### src/rtl/lagd_spi_host.sv
// SPI mode-0 master turning 32-bit word read/write requests into bridge frames.
// Latency: ClkDiv*(2*(72+dummy)+2) + 1 cycles from accept to rsp_valid_o; CsGap more to ready.
// Backpressure: one request at a time; req_ready_o is low from accept until the CS gap ends.
module lagd_spi_host #(
  parameter int unsigned ClkDiv      = 4,
  parameter int unsigned DummyCycles = 32,
  parameter logic [7:0]  CmdWrite    = 8'h02,
  parameter logic [7:0]  CmdRead     = 8'h0B,
  parameter int unsigned CsGap       = 2
) (
  input  logic        clk_i,
  input  logic        rst_i,
  input  logic        req_valid_i,
  output logic        req_ready_o,
  input  logic        req_we_i,
  input  logic [31:0] req_addr_i,
  input  logic [31:0] req_wdata_i,
  output logic        rsp_valid_o,
  output logic [31:0] rsp_rdata_o,
  output logic        busy_o,
  output logic        spi_sck_o,
  output logic        spi_csn_o,
  output logic        spi_mosi_o,
  input  logic        spi_miso_i
);

  localparam logic [3:0] S_IDLE  = 4'd0;
  localparam logic [3:0] S_SETUP = 4'd1;
  localparam logic [3:0] S_CMD   = 4'd2;
  localparam logic [3:0] S_ADDR  = 4'd3;
  localparam logic [3:0] S_WDATA = 4'd4;
  localparam logic [3:0] S_DUMMY = 4'd5;
  localparam logic [3:0] S_RDATA = 4'd6;
  localparam logic [3:0] S_HOLD  = 4'd7;
  localparam logic [3:0] S_GAP   = 4'd8;

  localparam logic [7:0]  DivLast = 8'(ClkDiv - 1);
  localparam logic [5:0]  DumLast = 6'((DummyCycles == 0) ? 0 : DummyCycles - 1);
  localparam logic [15:0] GapLast = 16'(CsGap - 1);

  logic [3:0]  r_state;
  logic [7:0]  r_div;
  logic [5:0]  r_bit;
  logic [15:0] r_gap;
  logic        r_sck;
  logic        r_csn;
  logic        r_mosi;
  logic        r_ready;
  logic        r_we;
  logic [31:0] r_addr;
  logic [31:0] r_wdata;
  logic [31:0] r_tx;
  logic [31:0] r_rx;
  logic        r_rsp_vld;
  logic [31:0] r_rsp_dat;

  logic        w_wrap;
  logic        w_shift;
  logic        w_rise;
  logic        w_fall;
  logic [7:0]  w_cmd;

  assign w_wrap  = (r_div == DivLast);
  assign w_shift = (r_state == S_CMD) || (r_state == S_ADDR) || (r_state == S_WDATA) ||
                   (r_state == S_DUMMY) || (r_state == S_RDATA);
  assign w_rise  = w_shift && w_wrap && !r_sck;
  assign w_fall  = w_shift && w_wrap && r_sck;
  assign w_cmd   = req_we_i ? CmdWrite : CmdRead;

  assign req_ready_o = r_ready;
  assign rsp_valid_o = r_rsp_vld;
  assign rsp_rdata_o = r_rsp_dat;
  assign busy_o      = (r_state != S_IDLE);
  assign spi_sck_o   = r_sck;
  assign spi_csn_o   = r_csn;
  assign spi_mosi_o  = r_mosi;

  // Frame sequencer: divider, SCK generation, bit shifting and phase transitions.
  always_ff @(posedge clk_i) begin
    if (rst_i) begin
      r_state   <= S_IDLE;
      r_div     <= '0;
      r_bit     <= '0;
      r_gap     <= '0;
      r_sck     <= 1'b0;
      r_csn     <= 1'b1;
      r_mosi    <= 1'b0;
      r_ready   <= 1'b0;
      r_we      <= 1'b0;
      r_addr    <= '0;
      r_wdata   <= '0;
      r_tx      <= '0;
      r_rx      <= '0;
      r_rsp_vld <= 1'b0;
      r_rsp_dat <= '0;
    end else begin
      r_rsp_vld <= 1'b0;
      case (r_state)
        S_IDLE: begin
          r_div <= '0;
          if (req_valid_i && r_ready) begin
            r_we    <= req_we_i;
            r_addr  <= req_addr_i;
            r_wdata <= req_wdata_i;
            r_tx    <= {w_cmd, 24'd0};
            r_mosi  <= w_cmd[7];
            r_csn   <= 1'b0;
            r_ready <= 1'b0;
            r_state <= S_SETUP;
          end else begin
            r_ready <= 1'b1;
          end
        end
        S_SETUP: begin
          r_div <= w_wrap ? 8'd0 : r_div + 8'd1;
          if (w_wrap) begin
            r_bit   <= 6'd7;
            r_state <= S_CMD;
          end
        end
        S_CMD, S_ADDR, S_WDATA, S_DUMMY, S_RDATA: begin
          r_div <= w_wrap ? 8'd0 : r_div + 8'd1;
          if (w_wrap) r_sck <= ~r_sck;
          if (w_rise && (r_state == S_RDATA)) r_rx <= {r_rx[30:0], spi_miso_i};
          if (w_fall) begin
            if (r_bit != 6'd0) begin
              r_bit  <= r_bit - 6'd1;
              r_tx   <= r_tx << 1;
              r_mosi <= r_tx[30];
            end else begin
              // Last falling edge of a phase flows straight into the next phase.
              r_bit  <= 6'd31;
              r_tx   <= '0;
              r_mosi <= 1'b0;
              case (r_state)
                S_CMD: begin
                  r_tx    <= r_addr;
                  r_mosi  <= r_addr[31];
                  r_state <= S_ADDR;
                end
                S_ADDR: begin
                  if (r_we) begin
                    r_tx    <= r_wdata;
                    r_mosi  <= r_wdata[31];
                    r_state <= S_WDATA;
                  end else if (DummyCycles == 0) begin
                    r_state <= S_RDATA;
                  end else begin
                    r_bit   <= DumLast;
                    r_state <= S_DUMMY;
                  end
                end
                S_DUMMY: r_state <= S_RDATA;
                default: r_state <= S_HOLD;
              endcase
            end
          end
        end
        S_HOLD: begin
          r_div <= w_wrap ? 8'd0 : r_div + 8'd1;
          if (w_wrap) begin
            r_csn     <= 1'b1;
            r_rsp_vld <= 1'b1;
            r_rsp_dat <= r_we ? 32'd0 : r_rx;
            r_gap     <= '0;
            r_state   <= S_GAP;
          end
        end
        S_GAP: begin
          r_gap <= r_gap + 16'd1;
          if (r_gap == GapLast) begin
            r_ready <= 1'b1;
            r_state <= S_IDLE;
          end
        end
        default: r_state <= S_IDLE;
      endcase
    end
  end

endmodule

### config.mk
export PLATFORM = sky130hd
export DESIGN_NAME = lagd_spi_host
export DESIGN_NICKNAME = d
export VERILOG_FILES = /design/src/rtl/lagd_spi_host.sv
export SDC_FILE = /design/constraint.sdc
export NUM_CORES = 1
export LEC_CHECK = 0
export CAP_MARGIN = 0
export CORE_MARGIN = 5
export CORE_UTILIZATION = 55
export CTS_BUF_LIST = sky130_fd_sc_hd__clkbuf_16
export CTS_CLUSTER_SIZE = 10
export DETAILED_ROUTE_END_ITERATION = 8
export DONT_BUFFER_PORTS = 1
export PLACE_DENSITY_LB_ADDON = 0.08
export RECOVER_POWER = 100
export SYNTH_ARGS = -nofsm -noshare
export SYNTH_HDL_FRONTEND = slang
export SYNTH_SLANG_ARGS = --single-unit
export TNS_END_PERCENT = 30
### constraint.sdc
create_clock -name clk_i -period 2.9 [get_ports clk_i]
set_clock_uncertainty 0.05 [all_clocks]
set_input_delay 0.435 -clock clk_i [delete_from_list [all_inputs] [get_ports clk_i]]
set_output_delay 0.435 -clock clk_i [all_outputs]
set_load 0.05 [all_outputs]
==> results.cfg <==
[outcome]
outcome = finished clean

[cts]
clock_sinks = 199
cts_tree = built
cts_resized = 0
clk_path_buf_depth = 2
clk_pin_slew_ps = 70
cts_setup_buffers = 0
numCtsBuffers = 17
worstSkewPairLatency_ps = 430
clockRootBuffer = clkbuf_16
cts_hold_buf = 0
htree_num_levels = 4

[sta]
max_slew.worst_pin.slew_ps = 1153
setup-violations-final = 0
rsz0062_at_grt = false
finalCriticalPeriod_ps = 2579
max_freq_mhz = 387.7
slew_headroom_pct = 23.15
drv_slew = 0
finalCritPeriodShare_pct = 88.94
hold_violations = 0
whs_ps = 28.92
fin_tns_setup_ps = 0

[floorplan]
die_w_um = 131.4
die_h_um = 131.4
rows = 44
core_area_um2 = 14480
start_util_pct = 55.97
pin_count = 107
dieArea_um2 = 17260

[logic_synthesis]
ys.flop_type = dfxtp_1
synthesis.area_um2 = 8104
synth.area.top_cells = dfxtp_1, nand2_1, a21oi_1
postSynth.asyncResetShare_pct = 0
yosysSeqAreaShare_pct = 49.16
synth.largest_area_cell = dfxtp_1
yosysUniqueCellTypes = 60
postSynthCellCount = 979
synth_seq_cells = 199
synth_edf_count = 0
synth_top_area_share_pct = 49.16
ys.warnings.count = 0
syn_nets = 1053
syn_area_per_cell_um2 = 8.278

[critical_path]
path_class = flip-flop to flip-flop
crit_path_end_kind = flip-flop
start_kind = flip-flop
crit_required_ps = 3210
path_max_fanout = 15
arrival_ps = 2890

[routing]
postRouteAntennaNets = 0
vias = 6748
firstDrtPassIters = 5
drt_iter0_markers = 511
wire_per_inst_um = 16.43
drcViolationCount = 0
viasPerCell = 5.919
wl_mm = 18.73

[flow_run]
max_cap_viol_count = 0

[pwr]
irDropWorstVdd_uv = 532.4
power.total_w = 0.006792
p_leak_nw = 2.892
p_per_area_nw_per_um2 = 774.4

[grt]
grt_max_degree = 164
grt_pass1_vias = 6543
grt-ovfl-total = 0
grt_usage_pct = 21.29
grt_pass1_wl_mm = 31.42
antenna_found_initial = 0

[cells_and_area]
syn_to_final_growth_pct = 8.229
diodes = 0
mostFrequentLayoutCell = nand2_1
fin_nets = 1017
drive_gt1_share_pct = 7.008
fin_util_pct = 60.58
most-common-layout-cells = nand2_1, dfxtp_1, a21oi_1

[min_path]
hold_class = input pin to flip-flop

[placement]
globalplace.congestion = 0.8282
dp_hpwl_mm = 11.94
port_buffers = 0
## registers in the layout, indices dropped and copies added (netlist names), 6 cells and up
name	flops
r_rx	32
r_addr	32
rsp_rdata_o	32
r_wdata	32
r_div	8
r_bit	6
r_tx	31
r_gap	16
## cells in the mapped netlist (all sizes together), types with 12 or more instances
library cell	instances
nand2	220
dfxtp	199
a21oi	125
nor2	88
clkbuf	55
nor3	39
a211oi	35
a22o	33
a32oi	31
buf	24
nand3	21
o21ai	12
## logic make-up after synthesis
logic type / count (synthesis) / share of synthesized area (%)
simple gates: 417 / 23.05
compound gates: 261 / 21.29
flops: 199 / 49.16
buf+inv: 85 / 4.323
xor+xnor: 8 / 0.8646
fa+ha+maj: 5 / 0.7720
mux: 4 / 0.5403
## layer usage
layer	wire length (µm)	vias up	track usage (%)	part of all wire (%)
met2	8897	165	34.57	47
met4	196	0	6.057	1.0
met1	8525	3197	28.01	46
met5	0	-	0	0
li1	-	3367	-	-
met3	1114	19	5.810	5.9
## stage by stage
step | std cells | setup slack [ps] | area, µm²
floorplan | 979 | 842.1 | 8104
global placement | 1108 | 529.9 | 8275
detailed placement | 1108 | 469.4 | 8275
CTS | 1140 | 438.4 | 8841
global route | 1140 | 122.7 | 8771
finish | 1140 | 320.9 | 8771
## power breakdown
part / switching, W / internal (W) / total, W
Clock: 0.00111 / 0.00114 / 0.00225
Combinational: 0.000877 / 0.000429 / 0.00131
Sequential: 0.000222 / 0.00302 / 0.00324
## worst max-delay path: stages, from the launching register on
cell and delay, ps:
dfxtp_1 710, inv_1 290, nor4_2 830, nand2_1 170, or3_1 330, a21oi_1 130
## path summary, 6_finish.rpt
check	to	slack, ps	cells past startpoint	start
max reg2reg	r_gap[10]$_SDFFE_PP0P_	320	5	r_state[3]$_SDFFE_PP0P_
min	r_rx[11]$_SDFFE_PP0P_	30	1	rst_i
max	r_gap[10]$_SDFFE_PP0P_	320	5	r_state[3]$_SDFFE_PP0P_
min reg2reg	r_tx[0]$_SDFFE_PP0P_	400	2	r_tx[0]$_SDFFE_PP0P_
## area by class of cell
type	count	area (µm²)
multi-input combinational	695	3797
sequential	199	3984
tap	184	230.2
timing repair buffer	24	171.4
clock inverter	15	140.1
fill	1330	5708
inverter	6	22.52
clock buffer	17	425.4
(Power assumes the default switching activity.)
